===== src/rtl/dar_prgrm_serializer.sv =====
// Serializer feeding the audio router's programming port with bounded retry.
// Optional trailing even-parity bit is enabled with DAR_PRGRM_PARITY_EN.
module dar_prgrm_serializer #(
  parameter int unsigned PRGM_BITS    = 8,
  parameter int unsigned CHECK_CYCLES = 2,
  parameter int unsigned MAX_RETRY    = 3
) (
  input  logic                 clk,
  input  logic                 rst_,
  input  logic [PRGM_BITS-1:0] cfg_data,
  input  logic                 cfg_valid,
  output logic                 cfg_ready,
  output logic                 prgrm_in,
  output logic                 prgrm_go_,
  input  logic                 err_,
  output logic                 busy,
  output logic                 done,
  output logic                 fail
);

  typedef enum logic [1:0] {
    IDLE,
    SHIFT,
    CHECK,
    GAP
  } state_t;

`ifdef DAR_PRGRM_PARITY_EN
  localparam int unsigned FRAME = PRGM_BITS + 1;
`else
  localparam int unsigned FRAME = PRGM_BITS;
`endif
  localparam int unsigned CW = 6;

  state_t               state_q, state_d;
  logic [CW-1:0]        cnt_q, cnt_d;
  logic [2:0]           retry_q, retry_d;
  logic [PRGM_BITS-1:0] shadow_q, shadow_d;
  logic [PRGM_BITS-1:0] sh_q, sh_d;
  logic                 err_q, err_d;
  logic                 ready_q, ready_d;
  logic                 in_q, in_d;
  logic                 go_q, go_d;
  logic                 busy_q, busy_d;
  logic                 done_q, done_d;
  logic                 fail_q, fail_d;
  logic                 err_hit;
`ifdef DAR_PRGRM_PARITY_EN
  logic                 par_q, par_d;
`endif

  // Next-state and registered-output decode for the frame sequencer.
  always_comb begin
    state_d  = state_q;
    cnt_d    = cnt_q;
    retry_d  = retry_q;
    shadow_d = shadow_q;
    sh_d     = sh_q;
    err_d    = err_q;
    ready_d  = ready_q;
    busy_d   = busy_q;
    in_d     = 1'b0;
    go_d     = 1'b1;
    done_d   = 1'b0;
    fail_d   = 1'b0;
    err_hit  = 1'b0;
`ifdef DAR_PRGRM_PARITY_EN
    par_d    = par_q;
`endif
    unique case (state_q)
      IDLE: begin
        ready_d = 1'b1;
        if (cfg_valid && ready_q) begin
          shadow_d = cfg_data;
          sh_d     = cfg_data;
          retry_d  = '0;
          busy_d   = 1'b1;
          ready_d  = 1'b0;
          cnt_d    = '0;
          state_d  = SHIFT;
`ifdef DAR_PRGRM_PARITY_EN
          par_d    = ^cfg_data;
`endif
        end
      end
      SHIFT: begin
        go_d  = 1'b0;
        in_d  = sh_q[PRGM_BITS-1];
        sh_d  = sh_q << 1;
        cnt_d = cnt_q + CW'(1);
`ifdef DAR_PRGRM_PARITY_EN
        if (cnt_q == CW'(PRGM_BITS)) in_d = par_q;
`endif
        if (cnt_q == CW'(FRAME - 1)) begin
          cnt_d   = '0;
          err_d   = 1'b0;
          state_d = CHECK;
        end
      end
      CHECK: begin
        // First CHECK edge only raises the strobe; err_ is sampled after.
        err_hit = err_q | ((cnt_q != '0) & ~err_);
        err_d   = err_hit;
        cnt_d   = cnt_q + CW'(1);
        if (cnt_q == CW'(CHECK_CYCLES)) begin
          if (!err_hit) begin
            done_d  = 1'b1;
            busy_d  = 1'b0;
            state_d = IDLE;
          end else if (retry_q < 3'(MAX_RETRY)) begin
            retry_d = retry_q + 3'd1;
            state_d = GAP;
          end else begin
            fail_d  = 1'b1;
            busy_d  = 1'b0;
            state_d = IDLE;
          end
        end
      end
      GAP: begin
        sh_d    = shadow_q;
        cnt_d   = '0;
        state_d = SHIFT;
      end
      default: state_d = IDLE;
    endcase
  end

  // State and output registers with synchronous active-low reset.
  always_ff @(posedge clk) begin
    if (!rst_) begin
      state_q  <= IDLE;
      cnt_q    <= '0;
      retry_q  <= '0;
      shadow_q <= '0;
      sh_q     <= '0;
      err_q    <= 1'b0;
      ready_q  <= 1'b0;
      in_q     <= 1'b0;
      go_q     <= 1'b1;
      busy_q   <= 1'b0;
      done_q   <= 1'b0;
      fail_q   <= 1'b0;
`ifdef DAR_PRGRM_PARITY_EN
      par_q    <= 1'b0;
`endif
    end else begin
      state_q  <= state_d;
      cnt_q    <= cnt_d;
      retry_q  <= retry_d;
      shadow_q <= shadow_d;
      sh_q     <= sh_d;
      err_q    <= err_d;
      ready_q  <= ready_d;
      in_q     <= in_d;
      go_q     <= go_d;
      busy_q   <= busy_d;
      done_q   <= done_d;
      fail_q   <= fail_d;
`ifdef DAR_PRGRM_PARITY_EN
      par_q    <= par_d;
`endif
    end
  end

  assign cfg_ready = ready_q;
  assign prgrm_in  = in_q;
  assign prgrm_go_ = go_q;
  assign busy      = busy_q;
  assign done      = done_q;
  assign fail      = fail_q;

endmodule


===== config.mk =====
export PLATFORM = sky130hd
export DESIGN_NAME = dar_prgrm_serializer
export DESIGN_NICKNAME = d
export VERILOG_FILES = /design/src/rtl/dar_prgrm_serializer.sv
export SDC_FILE = /design/constraint.sdc
export NUM_CORES = 1
export LEC_CHECK = 0
export ABC_AREA = 1
export BUFFER_PORTS_ARGS = -buffer_cell sky130_fd_sc_hd__buf_4
export CORE_ASPECT_RATIO = 2
export CORE_MARGIN = 2
export CORE_UTILIZATION = 30
export CTS_BUF_LIST = sky130_fd_sc_hd__clkbuf_4 sky130_fd_sc_hd__clkbuf_8
export DETAILED_ROUTE_END_ITERATION = 12
export GPL_TIMING_DRIVEN = 1
export PLACE_DENSITY = 0.57
export SYNTH_ARGS = -nofsm -noshare
export SYNTH_HDL_FRONTEND = slang
export SYNTH_SLANG_ARGS = --single-unit

===== constraint.sdc =====
create_clock -name clk -period 1.4 [get_ports clk]
set_input_delay 0 -clock clk [delete_from_list [all_inputs] [get_ports clk]]
set_output_delay 0 -clock clk [all_outputs]
set_load 0.01 [all_outputs]

* Yosys cells after proc, flatten, opt, wreduce, memory -nomap -nowiden *
Index checks and enable logic that the tools add are counted.

word-level totals
  register bits after elaboration = 34
  input port bits = 12
  output and inout bits = 6

cells by class
  add/sub/neg operators = 2
  magnitude comparators = 1
  equal/unequal tests = 11
  multiplexer cells = 27
  bitwise operators = 3
  reductions and logical operators = 15

operators with widths
  kind                                                        count
  case mux 6 bit (4 select lines)                             1
  case mux 8 bit (3 select lines)                             1
  2-to-1 mux 3 bit                                            4
  2-to-1 mux 6 bit                                            2
  2-to-1 mux 2 bit                                            5
  != test 2 bit, second input constant                        5
  2-to-1 mux 1 bit                                            9
  2-to-1 mux 8 bit                                            1
  case mux 2 bit (4 select lines)                             1
  AND reduction 2 bit                                         4
  AND reduction 4 bit                                         2
  adder 6 x 1 -> 6 bit, second input constant                 1
  == test 6 x 2 -> 1 bit, second input constant               1
  == test 6 x 3 -> 1 bit, second input constant               1
  case mux 3 bit (2 select lines)                             1
  AND reduction 3 bit                                         2
  nonzero test 6 bit                                          1
  AND reduction 5 bit                                         1
  == test 2 bit, second input constant                        2
  case mux 1 bit (2 select lines)                             2
  nonzero test 2 bit                                          2
  adder 3 x 1 -> 3 bit, second input constant                 1
  less-than comparator 3 x 2 -> 1 bit, second input constant  1
  != test 3 bit, second input constant                        1
  7 further kinds                                             7

* Logic depth before layout (Yosys ltp) *
  depth in word-level cells = 6
  mapped depth = 9
  depth with buffers taken out = 9

* Worst setup path after synthesis *
Ideal clock, no wire load.

  path kind = register to register
  start = register state_q[0]
  end = register sh_q[0]
  library setup time = 0.120 ns
  arrival time = 1.302 ns
  data required time = 1.280 ns
  setup slack = -0.023 ns
  stages on the path, launching flop included = 9
  path buffers = 1
  path through = dfxtp_1 > inv_1 > ha_1 > inv_2 > a21oi_4 > nor2_2 > buf_4 > o21ai_1 > a21oi_1

on the way
  cells in the longest elaborated chain, start to end = 3

RTL lines
  what                                                                         RTL line  text
  start: declaration                                                           35        state_t state_q, state_d;
  start signal: assignment                                                     148       state_q <= state_d;
  == test 2 x 1 -> 1 bit (tied with other cells)                               70        unique case (state_q)
  nonzero test 3 bit (no source line) / != test 2 bit (equally long branches)  --
  AND reduction 2 bit (no source line)                                         --
  end signal: assignment                                                       136       sh_q <= '0;
  end signal: assignment                                                       152       sh_q <= sh_d;
  end: declaration                                                             39        logic [PRGM_BITS-1:0] sh_q, sh_d;

Parallel ways exist; a longest one is shown, timed or not.
A chain may end at the register's enable or synchronous reset.

* Final worst setup path *
  start = register state_q[1]
  end = register state_q[1]

on the way
  cells in the longest elaborated chain, start to end = 3

RTL lines
  what                                   RTL line
  == test 2 bit (tied with other cells)  70
  != test 2 bit (no source line)         --
  AND reduction 3 bit (no source line)   --

Parallel ways exist; a longest one is shown, timed or not.

==> impl_metrics.py <==
metrics = {
    "status": {
        "status": "complete, no violations",
    },
    "worst_hold_path": {
        "hold_path.class": "in -> reg",
        "min_to": "state_q[0]",
        "hold_depth": 6,
        "min_from": "err_",
    },
    "timing": {
        "max_freq_mhz": 727,
        "period_needed_ns": 1.37,
        "post-route-period-util": 0.982,
        "final-setup-viol-count": 0,
        "final-max-slew-violation-count": 0,
        "final.setup.worst_slack_ns": 0.0252,
        "hold_violations": 0,
        "fin_worst_skew_ns": 0.00576,
        "rsz0062_at_grt": "true",
        "worst_pin_slew_ns": 0.327,
        "slew_headroom": 0.782,
    },
    "logic_synthesis": {
        "synth.ff_latch_count": 34,
        "synth_area_per_cell_um2": 7.71,
        "ys_warn_count": 0,
        "synthCells": 225,
        "synth_area_mm2": 0.00173,
        "syn_nets": 246,
        "yosysSeqAreaShare": 0.392,
        "ys_types": 32,
    },
    "floorplanning": {
        "core_area_mm2": 0.00566,
        "die_x_um": 57.8,
        "pin_count": 18,
        "start_util": 0.306,
        "die_h_um": 112,
        "die_area_mm2": 0.00644,
        "row_count": 39,
    },
    "worst_setup_path": {
        "cp_data_required_time_ns": 1.62,
        "r2r_slack_ns": 0.03,
        "reg2reg_from": "state_q[1]",
        "worst_path_most_repeated_cell": "inv_4",
        "criticalPathCategory": "reg -> reg",
        "end_kind": "register",
        "rr_endpoint": "state_q[1]",
        "max_stage_delay_ns": 0.37,
        "r2r_cells": 10,
        "arrival_ns": 1.59,
        "cp_max_fo": 5,
        "critPathLaunchType": "register",
        "path_cells": "inv_4, ha_4, inv_4, a21oi_4, buf_12, inv_6, nand3_4, nor2_4, nand2_1, a21oi_2",
        "slowest_stage": "dfxtp_4",
    },
    "grt": {
        "grt_pass1_wl_mm": 7.00,
        "grt_start_max_net_pins": 17,
        "antenna_found_initial": 0,
        "grt_pass1_vias": 1681,
        "grtUsageTotal": 0.139,
        "overflow": 0,
    },
    "detailed_routing": {
        "wl_met1_mm": 1.51,
        "vias": 1587,
        "wl_met2_mm": 2.26,
        "viasPerCell": 4.74,
        "postRouteAntennaNets": 0,
        "drc": 0,
        "drtIter0Drc": 33,
        "wl_per_cell_um": 12.0,
        "finalWirelength_mm": 4.03,
        "drtPass1Iterations": 3,
        "top_layer": "met4",
        "met3WireLength_um": 134,
    },
    "clock_network": {
        "clock-sinks": 34,
        "clockBufferDepth": 2,
        "clock_latency_ns": 0.30,
        "htree_levels": 2,
        "cts_tree": "built",
        "clk_pin_slew_ns": 0.07,
        "root_buffer": "clkbuf_8",
        "cts_inserted_buffers": 5,
    },
    "power_and_ir_drop": {
        "power.total_uw": 4500,
        "power_frac_comb": 0.447,
        "internal_power_uw": 2850,
        "pwr-share-seq": 0.308,
        "swShare": 0.366,
        "clockPowerShare": 0.245,
        "cellPowerDensity_mw_per_mm2": 1890,
        "peakVddDrop_mv": 1.13,
        "net-switching-power_uw": 1640,
        "p_leak_uw": 0.000985,
    },
    "finish": {
        "nFillCells": 567,
        "fin_nets": 294,
        "drive_above_1_share": 0.307,
        "area.growth.synth_to_final_pct": 37.2,
        "diodes": 0,
        "mostFrequentLayoutCell": "buf_4",
        "final_cell_mix": "buf_4 (35), a21oi_1 (32), nand2_1 (32), dfxtp_1 (30), inv_1 (26)",
    },
    "placement": {
        "place_hpwl_mm": 3.05,
        "portBuffers": 17,
        "dp_slack_ns": -0.0409,
        "place_congestion": 0.764,
    },
    "job": {
        "drv_cap": 0,
    },
}
-- stage by stage --
step | setup TNS (ns) | instance area (um2) | instances | hold WS [ns] | utilization
global placement | -0.0658 | 2050 | 315 | 0.248 | 0.362
floorplan | 0 | 1740 | 225 | 0.135 | -
detailed placement | -0.278 | 2050 | 315 | 0.263 | 0.362
global route | -0.407 | 2380 | 335 | 0.205 | 0.420
finish | 0 | 2380 | 335 | 0.163 | 0.420
CTS | 0 | 2340 | 335 | 0.162 | 0.413
-- power groups by stage --
stage	logic (uW)	registers, uW	clock network [uW]
2_1_floorplan	1140	1380	0
3_3_place_gp	1730	1390	0
3_5_place_dp	1740	1390	0
4_1_cts	1960	1380	1130
5_1_grt	2240	1410	1160
6_report	2010	1380	1100
-- per-layer routing --
layer / GRT usage / vias up
met4: 0.0853 / 0
met3: 0.0314 / 10
li1: - / 836
met1: 0.121 / 715
met5: 0 / -
met2: 0.268 / 26
-- final cells by class --
type,count,area [um2],area share
flip-flops and latches,34,688,0.289
multi-input cells,151,937,0.394
inverters,34,140,0.0589
clock buffers,5,68.8,0.0289
well taps,61,76.3,0.0321
repair buffers,46,393,0.165
clock inverters,3,68.8,0.0289
repair inverters,1,7.51,0.00315
-- critical path: cells and delay by family (launching register included) --
family | cells | cell delay, ns
simple gates | 3 | 0.27
fa+ha+maj | 1 | 0.16
compound gates | 2 | 0.16
buf+inv | 4 | 0.33
flops | 1 | 0.37
-- state kept, by name (all words and copies together) (netlist names) --
| signal | cells |
|---|---|
| busy | 1 |
| cfg_ready | 1 |
| cnt_q | 6 |
| done | 1 |
| err_q | 1 |
| fail | 1 |
| prgrm_go_ | 1 |
| prgrm_in | 1 |
| retry_q | 3 |
| sh_q | 8 |
| shadow_q | 8 |
| state_q | 2 |
-- repair_timing --
| item | 4_1_cts | 5_1_grt |
|---|---|---|
| endpoints found under the hold margin | 14 | 0 |
| pin swaps | 1 | 6 |
| setup endpoints to repair | 14 | 17 |
| hold buffers | 9 | 0 |
| resized for setup | 14 | 14 |
| buffers inserted | 2 | 0 |
| gates cloned | 1 | 0 |
-- how the worst max path moves through the flow --
stage	startpoint	endpoint	slack (ns)	cells past startpoint
floorplan	state_q[1]	sh_q[0]	0.001	8
global placement	state_q[0]	retry_q[2]	-0.03	7
detailed placement	state_q[1]	sh_q[5]	-0.04	8
CTS	cnt_q[1]	state_q[1]	0.002	9
global route	state_q[1]	retry_q[0]	-0.06	10
finish	state_q[1]	state_q[1]	0.03	10
-- synthesized netlist by cell type (all sizes together) --
cell type,count,area (um2)
o211ai,2,15.0
inv,33,126
ha,9,113
a21oi,37,215
clkinv,1,3.75
a22oi,1,7.51
nand4,3,18.8
dfxtp,34,681
nand3,9,80.1
clkbuf,1,3.75
nor3,3,25.0
nor2,19,93.8
nand2,37,151
o21ai,27,135
nor3b,1,7.51
buf,5,33.8
xnor2,1,8.76
a211oi,2,15.0
-- cell families (layout without fill, tap and decap cells) --
logic type               Yosys count  in the layout  share of synthesized area
adder cells (fa/ha/maj)            9              9                     0.0649
AND/OR/NAND/NOR                   72             72                      0.217
AO/OA/AOI/OAI                     69             69                      0.224
buffers and inverters             40             89                     0.0967
flip-flops                        34             34                      0.392
XOR/XNOR                           1              1                    0.00505
(Power assumes the default switching activity.)
